**src/rtl/wfunc_mult_sched_if.sv**
```systemverilog
// Stream-side handshake bundle between the window-function sequencer and its neighbours:
// sample input, coefficient ROM address, multiplier enable and the aligned output flags.
interface wfunc_mult_sched_if #(
  parameter int unsigned ADDR_W = 10
) ();
  logic              s_valid;
  logic              s_last;
  logic              s_ready;
  logic [ADDR_W-1:0] coef_addr;
  logic              mult_en;
  logic              m_valid;
  logic              m_last;
  logic              m_ready;

  modport master (
    output s_valid, s_last, m_ready,
    input  s_ready, coef_addr, mult_en, m_valid, m_last
  );

  modport slave (
    input  s_valid, s_last, m_ready,
    output s_ready, coef_addr, mult_en, m_valid, m_last
  );
endinterface

```
**src/rtl/wfunc_mult_sched.sv**
```systemverilog
// Sequencer for the window-function complex multiplier: coefficient addressing, frame-length
// checking, a valid/last shadow pipeline matched to the multiplier, and stop/drain control.
module wfunc_mult_sched #(
  parameter int unsigned PIPE_NUM = 10,
  parameter int unsigned ADDR_W   = 10
) (
  input  logic              clk,
  input  logic              rst_n,
  input  logic              ctrl_en,
  input  logic [ADDR_W-1:0] cfg_len_m1,
  wfunc_mult_sched_if.slave bus,
  output logic              busy,
  output logic              err_short,
  output logic              err_long,
  output logic [15:0]       frame_cnt
);

  typedef enum logic [1:0] {IDLE, RUN, DRAIN} state_t;

  state_t              state_q, state_d;
  logic [ADDR_W-1:0]   idx_q, idx_d;
  logic [ADDR_W-1:0]   len_q, len_d;
  logic [PIPE_NUM-1:0] v_pipe_q, v_pipe_d;
  logic [PIPE_NUM-1:0] l_pipe_q, l_pipe_d;
  logic                err_short_q, err_short_d;
  logic                err_long_q, err_long_d;
  logic [15:0]         frame_cnt_q, frame_cnt_d;

  logic                stall;
  logic                s_ready;
  logic                acc;
  logic                out_hs;
  logic [ADDR_W-1:0]   len_eff;
  logic                at_end;

  assign stall   = v_pipe_q[PIPE_NUM-1] & ~bus.m_ready;
  assign s_ready = ~stall & (state_q == RUN);
  assign acc     = bus.s_valid & s_ready;
  assign out_hs  = v_pipe_q[PIPE_NUM-1] & bus.m_ready;

  // The first beat of a frame checks against the live config, later beats against the latch.
  assign len_eff = (idx_q == '0) ? cfg_len_m1 : len_q;
  assign at_end  = (idx_q == len_eff);

  always_comb begin
    idx_d       = idx_q;
    len_d       = len_q;
    err_short_d = err_short_q;
    err_long_d  = err_long_q;
    if (acc) begin
      if (idx_q == '0) len_d = cfg_len_m1;
      if (bus.s_last && (idx_q < len_eff)) err_short_d = 1'b1;
      if (!bus.s_last && at_end)           err_long_d  = 1'b1;
      idx_d = (bus.s_last || at_end) ? '0 : idx_q + ADDR_W'(1);
    end
  end

  always_comb begin
    v_pipe_d = v_pipe_q;
    l_pipe_d = l_pipe_q;
    if (!stall) begin
      v_pipe_d[0] = acc;
      l_pipe_d[0] = acc & bus.s_last;
      for (int unsigned i = 1; i < PIPE_NUM; i++) begin
        v_pipe_d[i] = v_pipe_q[i-1];
        l_pipe_d[i] = l_pipe_q[i-1];
      end
    end
    frame_cnt_d = frame_cnt_q + 16'(out_hs & l_pipe_q[PIPE_NUM-1]);
  end

  // DRAIN exits on the pipeline contents after this edge, so IDLE coincides with the last pop.
  always_comb begin
    state_d = state_q;
    unique case (state_q)
      IDLE:  if (ctrl_en) state_d = RUN;
      RUN:   if ((idx_q == '0) && !acc && !ctrl_en) state_d = DRAIN;
      DRAIN: begin
        if (ctrl_en)              state_d = RUN;
        else if (v_pipe_d == '0)  state_d = IDLE;
      end
      default: state_d = IDLE;
    endcase
  end

  always_ff @(posedge clk) begin
    if (!rst_n) begin
      state_q     <= IDLE;
      idx_q       <= '0;
      len_q       <= '0;
      v_pipe_q    <= '0;
      l_pipe_q    <= '0;
      err_short_q <= 1'b0;
      err_long_q  <= 1'b0;
      frame_cnt_q <= '0;
    end else begin
      state_q     <= state_d;
      idx_q       <= idx_d;
      len_q       <= len_d;
      v_pipe_q    <= v_pipe_d;
      l_pipe_q    <= l_pipe_d;
      err_short_q <= err_short_d;
      err_long_q  <= err_long_d;
      frame_cnt_q <= frame_cnt_d;
    end
  end

  assign bus.s_ready   = s_ready;
  assign bus.coef_addr = idx_q;
  assign bus.mult_en   = ~stall;
  assign bus.m_valid   = v_pipe_q[PIPE_NUM-1];
  assign bus.m_last    = l_pipe_q[PIPE_NUM-1];
  assign busy          = (state_q != IDLE) | (|v_pipe_q);
  assign err_short     = err_short_q;
  assign err_long      = err_long_q;
  assign frame_cnt     = frame_cnt_q;

endmodule
```
**src/flat_wrapper.sv**
```systemverilog
// flat-port wrapper written by rule: the top's interface ports become plain ports
module wfunc_mult_sched_flat 
#(
  parameter int unsigned PIPE_NUM = 10,
  parameter int unsigned ADDR_W   = 10
)
  (clk, rst_n, ctrl_en, cfg_len_m1, busy, err_short, err_long, frame_cnt, bus_s_valid, bus_s_last, bus_m_ready, bus_s_ready, bus_coef_addr, bus_mult_en, bus_m_valid, bus_m_last);
  wfunc_mult_sched_if #(.ADDR_W(ADDR_W)) bus_i ();
  input  logic clk;
  input  logic rst_n;
  input  logic ctrl_en;
  input  logic [ADDR_W-1:0] cfg_len_m1;
  output logic busy;
  output logic err_short;
  output logic err_long;
  output logic [15:0] frame_cnt;
  input wire logic [$bits(bus_i.s_valid)-1:0] bus_s_valid;
  input wire logic [$bits(bus_i.s_last)-1:0] bus_s_last;
  input wire logic [$bits(bus_i.m_ready)-1:0] bus_m_ready;
  output wire logic [$bits(bus_i.s_ready)-1:0] bus_s_ready;
  output wire logic [$bits(bus_i.coef_addr)-1:0] bus_coef_addr;
  output wire logic [$bits(bus_i.mult_en)-1:0] bus_mult_en;
  output wire logic [$bits(bus_i.m_valid)-1:0] bus_m_valid;
  output wire logic [$bits(bus_i.m_last)-1:0] bus_m_last;
  assign bus_i.s_valid = bus_s_valid;
  assign bus_i.s_last = bus_s_last;
  assign bus_i.m_ready = bus_m_ready;
  assign bus_s_ready = bus_i.s_ready;
  assign bus_coef_addr = bus_i.coef_addr;
  assign bus_mult_en = bus_i.mult_en;
  assign bus_m_valid = bus_i.m_valid;
  assign bus_m_last = bus_i.m_last;
  wfunc_mult_sched #(.PIPE_NUM(PIPE_NUM), .ADDR_W(ADDR_W)) u_core (.clk(clk), .rst_n(rst_n), .ctrl_en(ctrl_en), .cfg_len_m1(cfg_len_m1), .bus(bus_i), .busy(busy), .err_short(err_short), .err_long(err_long), .frame_cnt(frame_cnt));
endmodule
```
**config.mk**
```make
export PLATFORM = sky130hd
export DESIGN_NAME = wfunc_mult_sched_flat
export DESIGN_NICKNAME = d
export VERILOG_FILES = /design/src/rtl/wfunc_mult_sched_if.sv /design/src/rtl/wfunc_mult_sched.sv /design/src/flat_wrapper.sv
export SDC_FILE = /design/constraint.sdc
export NUM_CORES = 1
export LEC_CHECK = 0
export ABC_AREA = 1
export CORE_MARGIN = 2
export CORE_UTILIZATION = 54
export DETAILED_ROUTE_END_ITERATION = 16
export PLACE_DENSITY_LB_ADDON = 0.08
export SLEW_MARGIN = 20
export SYNTH_ARGS = -nofsm -noshare
export SYNTH_HDL_FRONTEND = slang
export SYNTH_SLANG_ARGS = --single-unit
```
**constraint.sdc**
```tcl
create_clock -name clk -period 3.5 [get_ports clk]
set_clock_uncertainty 0.2 [all_clocks]
set_input_delay 0.7 -clock clk [delete_from_list [all_inputs] [get_ports clk]]
set_output_delay 0.7 -clock clk [all_outputs]
set_load 0.005 [all_outputs]
```
==> impl_metrics.prom <==
# TYPE chip_impl_metric gauge
chip_impl_metric{name="initial_utilization",unit="%"} 55.9
chip_impl_metric{name="clock_tree.buffer_depth",unit=""} 2
chip_impl_info{name="critical-path-top-delay-family",value="simple AND/OR/NAND/NOR gates"} 1
chip_impl_metric{name="worstPathRequired",unit="ns"} 3.55
chip_impl_metric{name="post_cts.repair.setup_buffers",unit=""} 0
chip_impl_metric{name="tns",unit="ns"} 0
chip_impl_info{name="ctsRootBufferMaster",value="sky130_fd_sc_hd__clkbuf_8"} 1
chip_impl_metric{name="power_per_cell_area",unit="nW/um2"} 407
chip_impl_metric{name="grt_start_max_net_pins",unit=""} 30
chip_impl_metric{name="synthesis.yosys.warnings",unit=""} 0
chip_impl_metric{name="use_met2",unit="%"} 36.4
chip_impl_metric{name="die_area",unit="um2"} 6320
chip_impl_info{name="crit-reg2reg-capture",value="u_core.bus.coef_addr[3]"} 1
chip_impl_metric{name="number_of_design_rule_violations_left_after_detail_routing",unit=""} 0
chip_impl_metric{name="syn_inst",unit=""} 449
chip_impl_metric{name="dr.first_iter.drc_count",unit=""} 144
chip_impl_info{name="status",value="finished clean"} 1
chip_impl_metric{name="drt_first_pass_iters",unit=""} 4
chip_impl_metric{name="leakagePower",unit="nW"} 1.61
chip_impl_metric{name="fp.dieW",unit="um"} 79.5
chip_impl_metric{name="final.fill_count",unit=""} 491
chip_impl_info{name="crit-reg2reg-launch",value="u_core.bus.coef_addr[0]"} 1
chip_impl_metric{name="number_of_antenna_violations_at_the_first_check_in_global_routing",unit=""} 0
chip_impl_metric{name="synth.cell_area",unit="um2"} 3080
chip_impl_metric{name="top_level_ports",unit=""} 49
chip_impl_metric{name="viasPerCell",unit=""} 5.08
chip_impl_metric{name="place.port_buffers",unit=""} 48
chip_impl_metric{name="reg2reg_setup_slack",unit="ns"} 0.42
chip_impl_metric{name="hold_buffers_post_cts",unit=""} 0
chip_impl_metric{name="cpPeakStageDelay",unit="ns"} 0.44
chip_impl_metric{name="cts_made_buffers",unit=""} 9
chip_impl_metric{name="slew_violations",unit=""} 0
chip_impl_metric{name="worst_ir_drop_vdd",unit="mV"} 0.230
chip_impl_metric{name="slew_headroom",unit="%"} 65.4
chip_impl_metric{name="num-nets-final",unit=""} 529
chip_impl_info{name="min_path_type",value="reg2reg"} 1
chip_impl_metric{name="layout_min_cycle_time",unit="ns"} 3.08
chip_impl_metric{name="totalWireLength",unit="mm"} 6.82
chip_impl_metric{name="global_route.usage.met1",unit="%"} 30.6
chip_impl_metric{name="ant_nets",unit=""} 0
chip_impl_info{name="criticalPathCategory",value="reg2reg"} 1
chip_impl_metric{name="cts-htree-levels",unit=""} 3
chip_impl_metric{name="synth.distinct_cells",unit=""} 29
chip_impl_info{name="slowest_stage",value="sky130_fd_sc_hd__dfxtp_1"} 1
chip_impl_metric{name="hold_path_stages",unit=""} 2
chip_impl_metric{name="gp_congestion",unit=""} 0.847
chip_impl_metric{name="worstPathArrival",unit="ns"} 3.13
chip_impl_metric{name="grtUsageMet3",unit="%"} 6.67
chip_impl_metric{name="cts-resized-gates",unit=""} 0
chip_impl_metric{name="ff2ff_path_depth",unit=""} 15
chip_impl_info{name="crit_path_cell_trace",value="inv_1 > ha_1 > nand3_1 > inv_1 > nand4_1 > nand2_1 > and2_1 > ha_1 > nand2_1 > nor2_1 > nand3b_1 > nand2_1 > a21oi_1 > inv_1 > nor3_1"} 1
chip_impl_metric{name="synth_register_bits",unit=""} 60
chip_impl_metric{name="path_max_fanout",unit=""} 12
chip_impl_metric{name="finalPower",unit="W"} 0.00157
chip_impl_metric{name="syn_avg_cell_area",unit="um2"} 6.86
chip_impl_metric{name="clkSinkCount",unit=""} 60
chip_impl_info{name="endpoint_kind",value="flip-flop"} 1
chip_impl_metric{name="drive_above_1_share",unit="%"} 5.95
chip_impl_metric{name="wl_per_cell",unit="um"} 11.8
chip_impl_metric{name="grt_overflow",unit=""} 0
chip_impl_metric{name="fp.coreArea",unit="um2"} 5510
chip_impl_metric{name="num_antenna_cells",unit=""} 0
chip_impl_info{name="grt_most_used_layer",value="met2"} 1
chip_impl_info{name="rsz0062_at_grt",value="no"} 1
chip_impl_metric{name="dp_hpwl",unit="mm"} 4.84
chip_impl_info{name="critPathLaunchType",value="flip-flop"} 1
chip_impl_metric{name="grt_first_pass_wirelength",unit="mm"} 11.6
chip_impl_metric{name="timing.final.setup_violations",unit=""} 0
chip_impl_metric{name="worst_skew_pair.late_latency",unit="ns"} 0.33
chip_impl_metric{name="worst_slew_pin_slew",unit="ns"} 0.518
chip_impl_info{name="whs_endpoint",value="u_core.l_pipe_q[9]"} 1
chip_impl_metric{name="ys_seq_area_share",unit="%"} 39.0
chip_impl_metric{name="grt.total_usage",unit="%"} 23.5
chip_impl_info{name="cts_tree",value="done"} 1
chip_impl_metric{name="first_global_vias",unit=""} 2633
chip_impl_metric{name="cts.reportedPaths.clkPinSlew",unit="ns"} 0.07
chip_impl_metric{name="min_period_over_period",unit="%"} 87.9
chip_impl_metric{name="area_delta_synth_final",unit="%"} 25.0
chip_impl_metric{name="syn_nets",unit=""} 479
chip_impl_metric{name="finalHoldViolations",unit=""} 0
chip_impl_metric{name="via_count",unit=""} 2927
chip_impl_metric{name="rows",unit=""} 27
chip_impl_info{name="worstHoldStart",value="u_core.l_pipe_q[8]"} 1
chip_impl_metric{name="max_freq",unit="MHz"} 325
chip_impl_metric{name="max-cap-violations",unit=""} 0
chip_impl_metric{name="worst-path-buf-inv",unit=""} 3
chip_impl_metric{name="die_y_extent",unit="um"} 79.5
-- cell families (layout without fill, tap and decap cells) --
kind of cell / Yosys count / after routing / synth area share (%)
buf+inv: 73 / 128 / 9.87
fa+ha+maj: 14 / 14 / 5.69
simple gates: 238 / 238 / 33.7
xor+xnor: 3 / 3 / 0.853
compound gates: 61 / 61 / 10.9
flops: 60 / 60 / 39.0
-- through the flow --
stage / hold WS (ns) / cell area, um2 / worst slack [ns] / util, % / cells
after floorplan: 0.241 / 3080 / 0.892 / - / 449
after global placement: 0.252 / 3610 / 0.504 / 65.5 / 560
after detailed placement: 0.256 / 3610 / 0.441 / 65.5 / 560
after CTS: 0.269 / 3850 / 0.424 / 69.9 / 576
after global routing: 0.296 / 3850 / 0.143 / 69.9 / 576
final: 0.269 / 3850 / 0.424 / 69.9 / 576
-- power by group --
group,switching [W],internal (W),leakage [nW]
logic,0.0000590,0.0000519,1.00
clock network,0.000281,0.000474,0.120
registers,0.00000671,0.000693,0.485
total,0.000347,0.00122,1.61
-- metal layers --
layer  part of all wire (%)  up-vias
li1                       -     1532
met1                     49     1331
met2                     46       58
met3                    4.2        6
met4                   0.89        0
met5                      0        -
-- layout make-up --
class	count	area [um2]	area share, %
Multi-Input combinational cell	316	1570	40.9
Sequential cell	60	1200	31.2
Timing Repair Buffer	54	526	13.7
Inverter	58	218	5.66
Clock buffer	10	128	3.32
Clock inverter	6	113	2.93
Tap cell	72	90.1	2.34
-- registers in the layout, summed over array words and instances (netlist names) --
signal                cells
u_core.len_q             10
u_core.err_long           1
u_core.err_short          1
u_core.l_pipe_q          10
u_core.frame_cnt         16
u_core.bus.coef_addr     10
u_core.state_q            2
u_core.v_pipe_q          10
-- cells in the mapped netlist, drive strengths merged --
cell,n,area [um2]
or3,1,6.26
nand4,11,68.8
o21a,10,75.1
nand3b,1,7.51
inv,58,218
o21ai,20,100
buf,10,67.6
nor4,3,18.8
clkbuf,5,18.8
o211ai,1,7.51
a21oi,29,145
nor3,6,46.3
nand2,117,442
nor2,67,277
and2,9,56.3
ha,14,175
xor2,3,26.3
nand3,23,115
a21boi,1,7.51
dfxtp,60,1200
-- tightest hold or removal path, cell delays in order (launching register included) --
cell and delay [ns]:
sky130_fd_sc_hd__dfxtp_1 0.32, sky130_fd_sc_hd__nand2_1 0.06, sky130_fd_sc_hd__a21oi_1 0.05
-- cells in the final DEF, fill, tap and decap left out --
master / Yosys / final
sky130_fd_sc_hd__nor2_2: 1 / 1
sky130_fd_sc_hd__nor2_4: 3 / 3
sky130_fd_sc_hd__nand3b_1: 1 / 1
sky130_fd_sc_hd__a21boi_0: 1 / 1
sky130_fd_sc_hd__nand4_1: 11 / 11
sky130_fd_sc_hd__nand3_1: 23 / 23
sky130_fd_sc_hd__o21a_1: 10 / 10
sky130_fd_sc_hd__nor3_2: 1 / 1
sky130_fd_sc_hd__o21ai_1: 1 / 1
sky130_fd_sc_hd__o21ai_0: 19 / 19
sky130_fd_sc_hd__nor4_1: 3 / 3
sky130_fd_sc_hd__clkbuf_8: 0 / 9
sky130_fd_sc_hd__clkdlybuf4s50_1: 0 / 48
sky130_fd_sc_hd__inv_2: 2 / 2
sky130_fd_sc_hd__a21oi_1: 29 / 29
sky130_fd_sc_hd__buf_4: 0 / 6
sky130_fd_sc_hd__clkinv_4: 0 / 2
sky130_fd_sc_hd__clkinv_2: 0 / 1
sky130_fd_sc_hd__clkbuf_1: 5 / 1
sky130_fd_sc_hd__nand2_1: 116 / 116
sky130_fd_sc_hd__and2_1: 9 / 9
sky130_fd_sc_hd__or3_1: 1 / 1
sky130_fd_sc_hd__bufinv_16: 0 / 3
sky130_fd_sc_hd__dfxtp_1: 60 / 60
sky130_fd_sc_hd__xor2_1: 3 / 3
sky130_fd_sc_hd__nor3_1: 4 / 4
sky130_fd_sc_hd__nor2_1: 63 / 63
sky130_fd_sc_hd__inv_1: 56 / 56
sky130_fd_sc_hd__o211ai_1: 1 / 1
sky130_fd_sc_hd__ha_1: 14 / 14
sky130_fd_sc_hd__nand2_2: 1 / 1
sky130_fd_sc_hd__nor3_4: 1 / 1
-- worst max-delay path by stage --
stage / start / to / slack, ns / depth (start not counted)
2_1_floorplan: u_core.bus.coef_addr[0] / u_core.bus.coef_addr[3] / 0.89 / 16
3_3_place_gp: bus_m_ready / u_core.frame_cnt[12] / 0.50 / 12
3_5_place_dp: u_core.bus.coef_addr[0] / u_core.bus.coef_addr[3] / 0.44 / 14
4_1_cts: u_core.bus.coef_addr[0] / u_core.bus.coef_addr[3] / 0.42 / 14
5_1_grt: u_core.bus.coef_addr[0] / u_core.bus.coef_addr[3] / 0.14 / 15
6_report: u_core.bus.coef_addr[0] / u_core.bus.coef_addr[3] / 0.42 / 15
Note: power is estimated with default switching activity, not from simulation.
